[config.mk]
export PLATFORM = sky130hd
export DESIGN_NAME = mc_controller_fsm
export DESIGN_NICKNAME = d
export VERILOG_FILES = /design/src/rtl/mc_controller_fsm.sv
export SDC_FILE = /design/constraint.sdc
export NUM_CORES = 1
export LEC_CHECK = 0
export CAP_MARGIN = 20
export CORE_MARGIN = 2
export CORE_UTILIZATION = 36
export DETAILED_ROUTE_END_ITERATION = 8
export GPL_TIMING_DRIVEN = 0
export PLACE_DENSITY = 0.83
export SYNTH_ARGS = -nofsm -noshare
export SYNTH_HDL_FRONTEND = slang
export SYNTH_SLANG_ARGS = --single-unit
[constraint.sdc]
create_clock -name clk -period 1.2 [get_ports clk]
set_input_delay 0.12 -clock clk [delete_from_list [all_inputs] [get_ports clk]]
set_output_delay 0.12 -clock clk [all_outputs]
set_load 0.005 [all_outputs]
[src/rtl/mc_controller_fsm.sv]
// rtl/mc_controller_fsm.sv - multicycle MIPS main controller with memory-ready stalls
// Optional BNE support is enabled by defining MC_CONTROLLER_BNE_EN.
module mc_controller_fsm #(
   parameter int OPW = 6,
   parameter int STW = 4
) (
   input  logic           clk,
   input  logic           reset,
   input  logic [OPW-1:0] op,
   input  logic           memready,
   output logic [1:0]     aluop,
   output logic           alusrca,
   output logic [1:0]     alusrcb,
   output logic [1:0]     pcsrc,
   output logic           iord,
   output logic           irwrite,
   output logic           pcwrite,
   output logic           branch,
   output logic           regdst,
   output logic           memtoreg,
   output logic           regwrite,
   output logic           memwrite,
`ifdef MC_CONTROLLER_BNE_EN
   output logic           branchne,
`endif
   output logic           illegal
);

   localparam logic [OPW-1:0] OP_RTYPE = 6'b000000;
   localparam logic [OPW-1:0] OP_LW    = 6'b100011;
   localparam logic [OPW-1:0] OP_SW    = 6'b101011;
   localparam logic [OPW-1:0] OP_BEQ   = 6'b000100;
   localparam logic [OPW-1:0] OP_ADDI  = 6'b001000;
   localparam logic [OPW-1:0] OP_ORI   = 6'b001101;
   localparam logic [OPW-1:0] OP_J     = 6'b000010;
`ifdef MC_CONTROLLER_BNE_EN
   localparam logic [OPW-1:0] OP_BNE   = 6'b000101;
`endif

   typedef enum logic [STW-1:0] {
      FETCH   = 4'd0,
      DECODE  = 4'd1,
      MEMADR  = 4'd2,
      MEMRD   = 4'd3,
      MEMWB   = 4'd4,
      MEMWR   = 4'd5,
      RTYPEEX = 4'd6,
      RTYPEWB = 4'd7,
      BEQEX   = 4'd8,
      ADDIEX  = 4'd9,
      ORIEX   = 4'd10,
      IMMWB   = 4'd11,
      JEX     = 4'd12,
      BNEEX   = 4'd13
   } state_t;

   state_t state;
   logic   op_legal;

   assign op_legal = (op == OP_RTYPE) || (op == OP_LW) || (op == OP_SW) || (op == OP_BEQ) ||
                     (op == OP_ADDI) || (op == OP_ORI) || (op == OP_J)
`ifdef MC_CONTROLLER_BNE_EN
                     || (op == OP_BNE)
`endif
                     ;

   always_ff @(posedge clk or posedge reset) begin
      if (reset) begin
         state <= FETCH;
      end else begin
         case (state)
            FETCH:   if (memready) state <= DECODE;
            DECODE: begin
               case (op)
                  OP_LW, OP_SW: state <= MEMADR;
                  OP_RTYPE:     state <= RTYPEEX;
                  OP_BEQ:       state <= BEQEX;
                  OP_ADDI:      state <= ADDIEX;
                  OP_ORI:       state <= ORIEX;
                  OP_J:         state <= JEX;
`ifdef MC_CONTROLLER_BNE_EN
                  OP_BNE:       state <= BNEEX;
`endif
                  default:      state <= FETCH;
               endcase
            end
            MEMADR:  state <= (op == OP_SW) ? MEMWR : MEMRD;
            MEMRD:   if (memready) state <= MEMWB;
            MEMWR:   if (memready) state <= FETCH;
            RTYPEEX: state <= RTYPEWB;
            ADDIEX:  state <= IMMWB;
            ORIEX:   state <= IMMWB;
            default: state <= FETCH;
         endcase
      end
   end

   // Memory-facing strobes are qualified by memready so a stalled access never commits.
   always_comb begin
      aluop    = 2'b00;
      alusrca  = 1'b0;
      alusrcb  = 2'b00;
      pcsrc    = 2'b00;
      iord     = 1'b0;
      irwrite  = 1'b0;
      pcwrite  = 1'b0;
      branch   = 1'b0;
      regdst   = 1'b0;
      memtoreg = 1'b0;
      regwrite = 1'b0;
      memwrite = 1'b0;
      illegal  = 1'b0;
`ifdef MC_CONTROLLER_BNE_EN
      branchne = 1'b0;
`endif
      case (state)
         FETCH: begin
            alusrcb = 2'b01;
            irwrite = memready;
            pcwrite = memready;
         end
         DECODE: begin
            alusrcb = 2'b11;
            illegal = !op_legal;
         end
         MEMADR: begin
            alusrca = 1'b1;
            alusrcb = 2'b10;
         end
         MEMRD:   iord = 1'b1;
         MEMWB: begin
            memtoreg = 1'b1;
            regwrite = 1'b1;
         end
         MEMWR: begin
            iord     = 1'b1;
            memwrite = memready;
         end
         RTYPEEX: begin
            alusrca = 1'b1;
            aluop   = 2'b10;
         end
         RTYPEWB: begin
            regdst   = 1'b1;
            regwrite = 1'b1;
         end
         BEQEX: begin
            alusrca = 1'b1;
            aluop   = 2'b01;
            pcsrc   = 2'b01;
            branch  = 1'b1;
         end
         ADDIEX: begin
            alusrca = 1'b1;
            alusrcb = 2'b10;
         end
         ORIEX: begin
            alusrca = 1'b1;
            alusrcb = 2'b10;
            aluop   = 2'b11;
         end
         IMMWB:   regwrite = 1'b1;
         JEX: begin
            pcsrc   = 2'b10;
            pcwrite = 1'b1;
         end
`ifdef MC_CONTROLLER_BNE_EN
         BNEEX: begin
            alusrca  = 1'b1;
            aluop    = 2'b01;
            pcsrc    = 2'b01;
            branchne = 1'b1;
         end
`endif
         default: ;
      endcase
   end

endmodule

### Word level (Yosys, flattened, before mapping)

Cells that the tools add are included.
Widths: inputs -> output; s select.

| cells by class | value |
|---|---|
| add/sub/neg operators | 0 |
| $mul | 0 |
| divide/modulo/power cells | 0 |
| $lt $le $gt $ge | 0 |
| equality and inequality tests | 21 |
| shifts and indexed selects | 0 |
| muxes and demuxes | 19 |
| bitwise logic cells | 0 |
| reduce and logical (&&, ||, !) cells | 16 |

Operators by type and width:

| cell | count |
|---|---|
| $pmux 4 s7 | 1 |
| $pmux 4 s6 | 1 |
| $eq 4x4->1 const B | 5 |
| $eq 4x3->1 const B | 4 |
| $eq 6x4->1 const B | 2 |
| $eq 6x6->1 const B | 2 |
| $mux 4 | 3 |
| $pmux 2 s3 | 2 |
| $mux 1 | 9 |
| $eq 4x2->1 const B | 2 |
| $eq 6x2->1 const B | 1 |
| $eq 6x3->1 const B | 1 |
| $logic_not 6->1 | 1 |
| $logic_or 1x1->1 | 6 |
| $ne 2x2->1 const B | 3 |
| $reduce_or 2->1 | 3 |
| $reduce_or 3->1 | 2 |
| $reduce_or 5->1 | 1 |
| $eq 4x1->1 const B | 1 |
| $logic_not 4->1 | 1 |
| $pmux 2 s2 | 1 |
| $mux 3 | 1 |
| $reduce_and 3->1 | 1 |
| $pmux 1 s2 | 1 |
| $logic_not 1->1 | 1 |

| storage, ports and cells | value |
|---|---|
| bits in registers | 4 |
| bits in latches | 0 |
| RAM bits | 0 |
| memory bits (read-only) | 0 |
| input port bits | 9 |
| output and inout port bits | 16 |
| memories | 0 |

### Longest topological paths before layout

Gate-level depths: netlist of the first run.

| depth | value |
|---|---|
| word-level depth | 9 |
| mapped depth | 5 |
| gate-level depth less buffers | 4 |

### Worst setup path after synthesis of the first run

No wires, ideal clock.

| timing | value |
|---|---|
| kind | reg2reg |
| start | register state[1] |
| end | register state[3] |
| arrival time | 1.180 ns |
| data required time | 1.124 ns |
| path slack | -0.056 ns |
| cell stages (with the launch flop) | 4 |
| buffers on the path | 0 |
| cells stage by stage | dfrtp_1 or2b_4 or4_1 o21ai_1 |

| on the way | value |
|---|---|
| word-level cells in the longest chain between the ends | 3 |

Ends and longest elaborated chain:

| item | RTL line | source |
|---|---|---|
| start, declared | 57 | `state_t state;` |
| start signal, assigned | 87 | `MEMADR: state <= (op == OP_SW) ? MEMWR : MEMRD;` |
| $eq 4x4->1, or another cell as far along | 71 | `case (state)` |
| $reduce_or 2->1 (no line) / $ne 2x2->1 (equally long branches) | -- |  |
| $pmux 4 s7 / $reduce_and 3->1 (equally long branches) | -- |  |

Several ways; a longest one is shown, not always the timed one.
A chain may end at the register's enable or synchronous reset.

### Worst setup path in the final report of the first run

| timing | value |
|---|---|
| start | register state[1] |
| end | register state[2] |

Same word-level chain as after synthesis.

==> flow_summary.yaml, run 1 <==
route:
  num_vias: 986
  routedWlPerCell_um: 21.4
  drc: 0
  drt_iter0_markers: 66
  avgViaCountPerCell: 6.36
  drtAntennaViolNets: 0
  finalWirelength_mm: 3.32
  drt-pass1-iter-count: 4
global_route:
  grt_pass1_wl_mm: 4.82
  grt_usage: 0.355
  grt_pass1_vias: 978
  grt_max_degree: 11
  antenna_found_initial: 0
  grt_overflow: 0
timing:
  finalClockSkew_ns: 0.0133
  drv_slew: 0
  post-route-min-period_ns: 1.64
  setup_slack_ns: -0.439
  fin_tns_setup_ns: -5.58
  finalCritPeriodShare: 1.37
  clock.fmax_ghz: 0.610
  finalSetupViolations: 20
  tightestPinTransition_ns: 0.386
  rsz0062_at_grt: "yes"
  slew-limit-headroom: 0.740
  hold_viol_final: 0
power:
  power.switching_w: 0.00115
  powerDensity_nw_per_um2: 2060
  p_seq_frac: 0.094
  clkPwrFrac: 0.070
  internal_power_w: 0.00153
  ir_drop_uv: 1140
  p_sw_frac: 0.429
  leakagePower_nw: 0.593
  combPwrFrac: 0.837
status:
  violations: "negative setup slack"
  outcome: "complete, but fails checks"
die:
  core-area_um2: 1470
  io_pins: 25
  die_w_um: 43.2
  start_util: 0.375
  die_height_um: 43.2
  dieArea_um2: 1860
  fp-row-count: 14
layout:
  fill_cells: 75
  n_antenna_cell: 0
  nets: 150
  final_common_cell: "buf_4"
  final_cell_area_um2: 1300
  reg.largest.list: "state (4)"
  largest_register_ffs: 4
  syn_to_final_growth_pct: 135
  drive_gt1_frac: 0.676
  seqCellArea_um2: 104
  top_register: "state"
  most-common-layout-cells: "buf_4 (19), buf_6 (17), buf_2 (15), nand2b_4 (6), nand2_1 (5)"
  multi_input_area_um2: 583
clock_network:
  tritoncts: "yes"
  clk_latency_ns: 0.25
  root_buffer: "clkbuf_4"
  clkTransAtPathRegs_ns: 0.05
  cts_sinks: 4
  cts_inserted_buffers: 3
  htreeDepth: 1
  cts.path.max_buffers: 2
worst_setup_path:
  cp.arrival_ns: 1.77
  endpoint_kind: "register"
  crit_required_ns: 1.33
  path_class: "reg2reg"
  path_max_fanout: 4
  start_kind: "register"
placed_design:
  portBuffers: 23
  dpl.hpwl_mm: 1.27
  globalplace.congestion: 0.828
  dp_slack_ns: -0.736
  post_dp_cell_area_um2: 812
synth:
  synth-compound-area-share: 0.213
  ys_seq_area_frac: 0.181
  syn_area_um2: 552
  synth.distinct_cells: 34
  synth_mux_area_frac: 0
  synth_fa_ha_area_frac: 0
  yosys.area_share.simple: 0.481
  synth_edf_count: 0
  syn_inst: 81
  ys_seq_elements: 4
  synth_top_family_by_area: "simple AND/OR/NAND/NOR gates"
  post_synth_xor_area_fraction: 0.0317
  async_flop_share: 1.00
  syn_area_per_cell_um2: 6.81
  yosys_warnings: 0
  synth_nets: 90
  synth_flop_cell: "dfrtp_1"
hold_path:
  hold_class: "in2async"
job:
  drv_cap: 0
-- layer usage --
metal | track usage | vias up | part of all wire
met5 | 0 | - | 0
met4 | 0.212 | 0 | 0.056
met3 | 0.0298 | 25 | 0.071
met2 | 0.633 | 90 | 0.51
met1 | 0.401 | 456 | 0.37
li1 | - | 415 | -
-- cell families after synthesis --
kind of cell,after synthesis
flip-flops,4
AND/OR/NAND/NOR,45
XOR/XNOR,2
buffers and inverters,11
AO/OA/AOI/OAI,19
-- area by class of cell --
type / instances / share of cell area
multi-input cells: 66 / 0.449
repair buffers: 57 / 0.383
flip-flops and latches: 4 / 0.0800
plain buffers: 5 / 0.0414
clock buffers: 3 / 0.0173
well taps: 16 / 0.0154
inverters: 4 / 0.0135
-- synthesized netlist by cell type (2+ instances only) --
cell type | number | area [µm²]
nand2_1 | 7 | 26.3
nand2b_1 | 7 | 43.8
nor2_1 | 6 | 22.5
nor3_1 | 6 | 30.0
a21oi_1 | 5 | 25.0
buf_2 | 5 | 25.0
o21ai_0 | 5 | 25.0
dfrtp_1 | 4 | 100
inv_1 | 4 | 15.0
nand3_1 | 3 | 15.0
nor4_1 | 3 | 18.8
o22ai_1 | 3 | 18.8
nand4b_1 | 2 | 17.5
-- power by group through the flow --
stage | clock [W] | sequential [W] | combinational (W)
2_1_floorplan | 0 | 0.000210 | 0.000580
3_3_place_gp | 0 | 0.000221 | 0.000985
3_5_place_dp | 0 | 0.000223 | 0.00100
4_1_cts | 0.000171 | 0.000234 | 0.00189
5_1_grt | 0.000200 | 0.000252 | 0.00231
6_report | 0.000187 | 0.000252 | 0.00224
-- worst max-delay path: stages (launching register included) --
cell,delay [ns]
dfrtp_2,0.44
buf_6,0.13
or2b_4,0.27
buf_6,0.13
nor4_4,0.25
a21oi_2,0.07
o22ai_1,0.22
-- per-stage QoR --
step | util | power [W] | std cells | hold WS [ns]
2_1_floorplan | - | 0.000790 | 81 | -0.114
3_3_place_gp | 0.552 | 0.00121 | 120 | 0.311
3_5_place_dp | 0.552 | 0.00122 | 120 | 0.320
4_1_cts | 0.829 | 0.00229 | 152 | 0.0617
5_1_grt | 0.883 | 0.00276 | 155 | 0.0738
6_report | 0.883 | 0.00268 | 155 | 0.0813
-- final timing paths --
path	depth (start not counted)	slack (ns)	endpoint	startpoint
setup / recovery	6	-0.44	state[2]	state[1]
hold / removal	2	0.08	state[0]	reset
setup reg to reg	6	-0.44	state[2]	state[1]
hold reg to reg	3	0.81	state[3]	state[2]
max in group asynchronous	2	0.94	state[2]	reset
min in group clk	4	0.42	state[1]	op[3]
-- what timing repair did --
action                     CTS  global route
setup endpoints to repair   20            20
hold buffers                 0             0
gates resized for setup    123            13
pin swaps                   18            16
buffers inserted            29             5
gates cloned                 1             0
Power figures use the tool's default switching activity.
==> inputs of run 2 (changes only) <==
--- a/config.mk
+++ b/config.mk
@@ -11,6 +11,8 @@
 export DETAILED_ROUTE_END_ITERATION = 8
 export GPL_TIMING_DRIVEN = 0
 export PLACE_DENSITY = 0.83
+export RECOVER_POWER = 50
 export SYNTH_ARGS = -nofsm -noshare
 export SYNTH_HDL_FRONTEND = slang
 export SYNTH_SLANG_ARGS = --single-unit
+export TNS_END_PERCENT = 10
==> run 2 against run 1 <==
  * The flow still finishes with violations (negative setup slack)
  * Flip-flop and latch count stayed put
  * Non-clock buffer count is 9 lower
  * Clock-buffer cell count stayed put
  * Die area stayed put
  * Worst hold slack better by 0.14 ns
  * Core utilization is 8.8 points lower
  * Clock skew is 0.012 ns lower
  * Combinational power is 17% lower
  * Design area is 10% lower
  * Total power is 15% lower
  * Largest power group unchanged
  * Maximum frequency is 7.0% higher
==> flow_summary.yaml, run 2 (synthesis results as in run 1) <==
clock_network:
  cts_sinks: 4
  clkTransAtPathRegs_ns: 0.04
  cts_inserted_buffers: 3
  root_buffer: "clkbuf_4"
  clk_latency_ns: 0.24
  htreeDepth: 1
  cts_hold_buf: 0
  cts.path.max_buffers: 2
  tritoncts: "yes"
die:
  core-area_um2: 1470
  dieArea_um2: 1860
  die_w_um: 43.2
  die_height_um: 43.2
  start_util: 0.375
  io_pins: 25
  fp-row-count: 14
timing:
  slew-limit-headroom: 0.776
  clock.fmax_ghz: 0.653
  rsz0062_at_grt: "yes"
  finalClockSkew_ns: 0.00148
  drv_slew: 0
  finalCritPeriodShare: 1.28
  post-route-min-period_ns: 1.53
  fin_hold_ws_ns: 0.226
  hold_viol_final: 0
  setup_slack_ns: -0.331
  tightestPinTransition_ns: 0.332
  finalSetupViolations: 20
job:
  drv_cap: 0
route:
  num_vias: 894
  avgViaCountPerCell: 6.12
  drc: 0
  drtAntennaViolNets: 0
  finalWirelength_mm: 2.68
  drt_iter0_markers: 33
  drt-pass1-iter-count: 4
  routedWlPerCell_um: 18.3
worst_setup_path:
  rr_endpoint: "state[2]"
  timing.rr.start: "state[3]"
  path_class: "reg2out"
  rrSetupSlack_ns: -0.32
  path_max_fanout: 5
  endpoint_kind: "output pin"
  cp.arrival_ns: 1.41
  slowest_delay_ns: 0.47
  crit_chain: "buf_4 > nand2b_1 > a21oi_1 > clkdlybuf4s15_2"
  crit_required_ns: 1.08
  cp_slowest_cell: "dfrtp_2"
  reg2reg_depth: 8
  start_kind: "register"
layout:
  fin_cells: 146
  final_common_cell: "buf_4"
  drive_gt1_frac: 0.569
  syn_to_final_growth_pct: 112
  n_antenna_cell: 0
  nets: 141
  final_cell_area_um2: 1170
  top_register: "state"
  largest_register_ffs: 4
  final_util: 0.794
  most-common-layout-cells: "buf_4 (16), buf_6 (12), buf_2 (10), nand2_1 (6), o21ai_0 (5)"
  reg.largest.list: "state (4)"
status:
  violations: "negative setup slack"
  outcome: "complete, but fails checks"
global_route:
  grt_pass1_wl_mm: 3.98
  grt_max_degree: 9
  grt_usage: 0.289
  antenna_found_initial: 0
  grt_pass1_vias: 880
  grt_overflow: 0
placed_design:
  globalplace.congestion: 0.807
  dpl.cell_count: 120
  dpl.hpwl_mm: 1.20
  portBuffers: 23
  post_dp_cell_area_um2: 802
power:
  leakagePower_nw: 0.515
  ir_drop_uv: 1330
  power_w: 0.00228
  powerDensity_nw_per_um2: 1950
hold_path:
  hold_class: "in2async"
-- run 2: cell count changes in the layout (fill, tap and decap cells not counted), sizes merged --
cell	delta
buf	-14
clkbuf	+2
clkdlybuf4s15	+3
clkinv	+1
dlygate4sd2	-1
dlygate4sd3	+1
inv	-1
-- run 2: routing by layer --
layer,global-route usage,routed length (µm),vias to the layer above
met4,0.152,95,0
met1,0.332,1080,433
met2,0.510,1360,49
met5,0,0,-
li1,-,-,398
met3,0.0340,142,14
-- run 2: area by class of cell --
class,instances,area [µm²]
tap,16,20.0
inverter,4,27.5
sequential,4,103
multi-input combinational,66,522
fill,96,303
buffer,6,63.8
clock buffer,3,22.5
timing repair buffer,47,410
-- run 2: power breakdown --
part,switching [W],internal (W)
logic,0.000856,0.00100
registers,0.0000716,0.000182
clock network,0.0000601,0.000112
-- run 2: timing repair --
| action | in CTS | in global routing |
|---|---|---|
| gates resized for setup | 106 | 9 |
| setup buffers | 20 | 4 |
| pin swaps | 9 | 6 |
| setup endpoints to repair | 20 | 20 |
-- run 2: critical path: cells and delay by family, from the launching register on --
kind,cells,cell delay (ns)
AOI/OAI and AO/OA,1,0.15
DFF,1,0.47
and+or+nand+nor,1,0.16
buffers and inverters,2,0.38
-- run 2: worst max path at each step --
stage | start | end | slack [ns] | depth (start not counted)
detailed placement | op[2] | illegal | -0.80 | 6
floorplan | state[1] | state[3] | -0.06 | 3
global placement | op[2] | illegal | -0.75 | 6
CTS | state[2] | illegal | -0.31 | 4
finish | state[2] | aluop[1] | -0.33 | 4
global route | state[3] | illegal | -0.38 | 5
-- run 2: per-stage QoR --
step                setup TNS [ns]  setup slack (ns)
floorplan                  -0.0697           -0.0561
finish                       -4.87            -0.331
detailed placement           -8.53            -0.801
global route                 -5.69            -0.376
CTS                          -3.91            -0.305
global placement             -8.02            -0.748
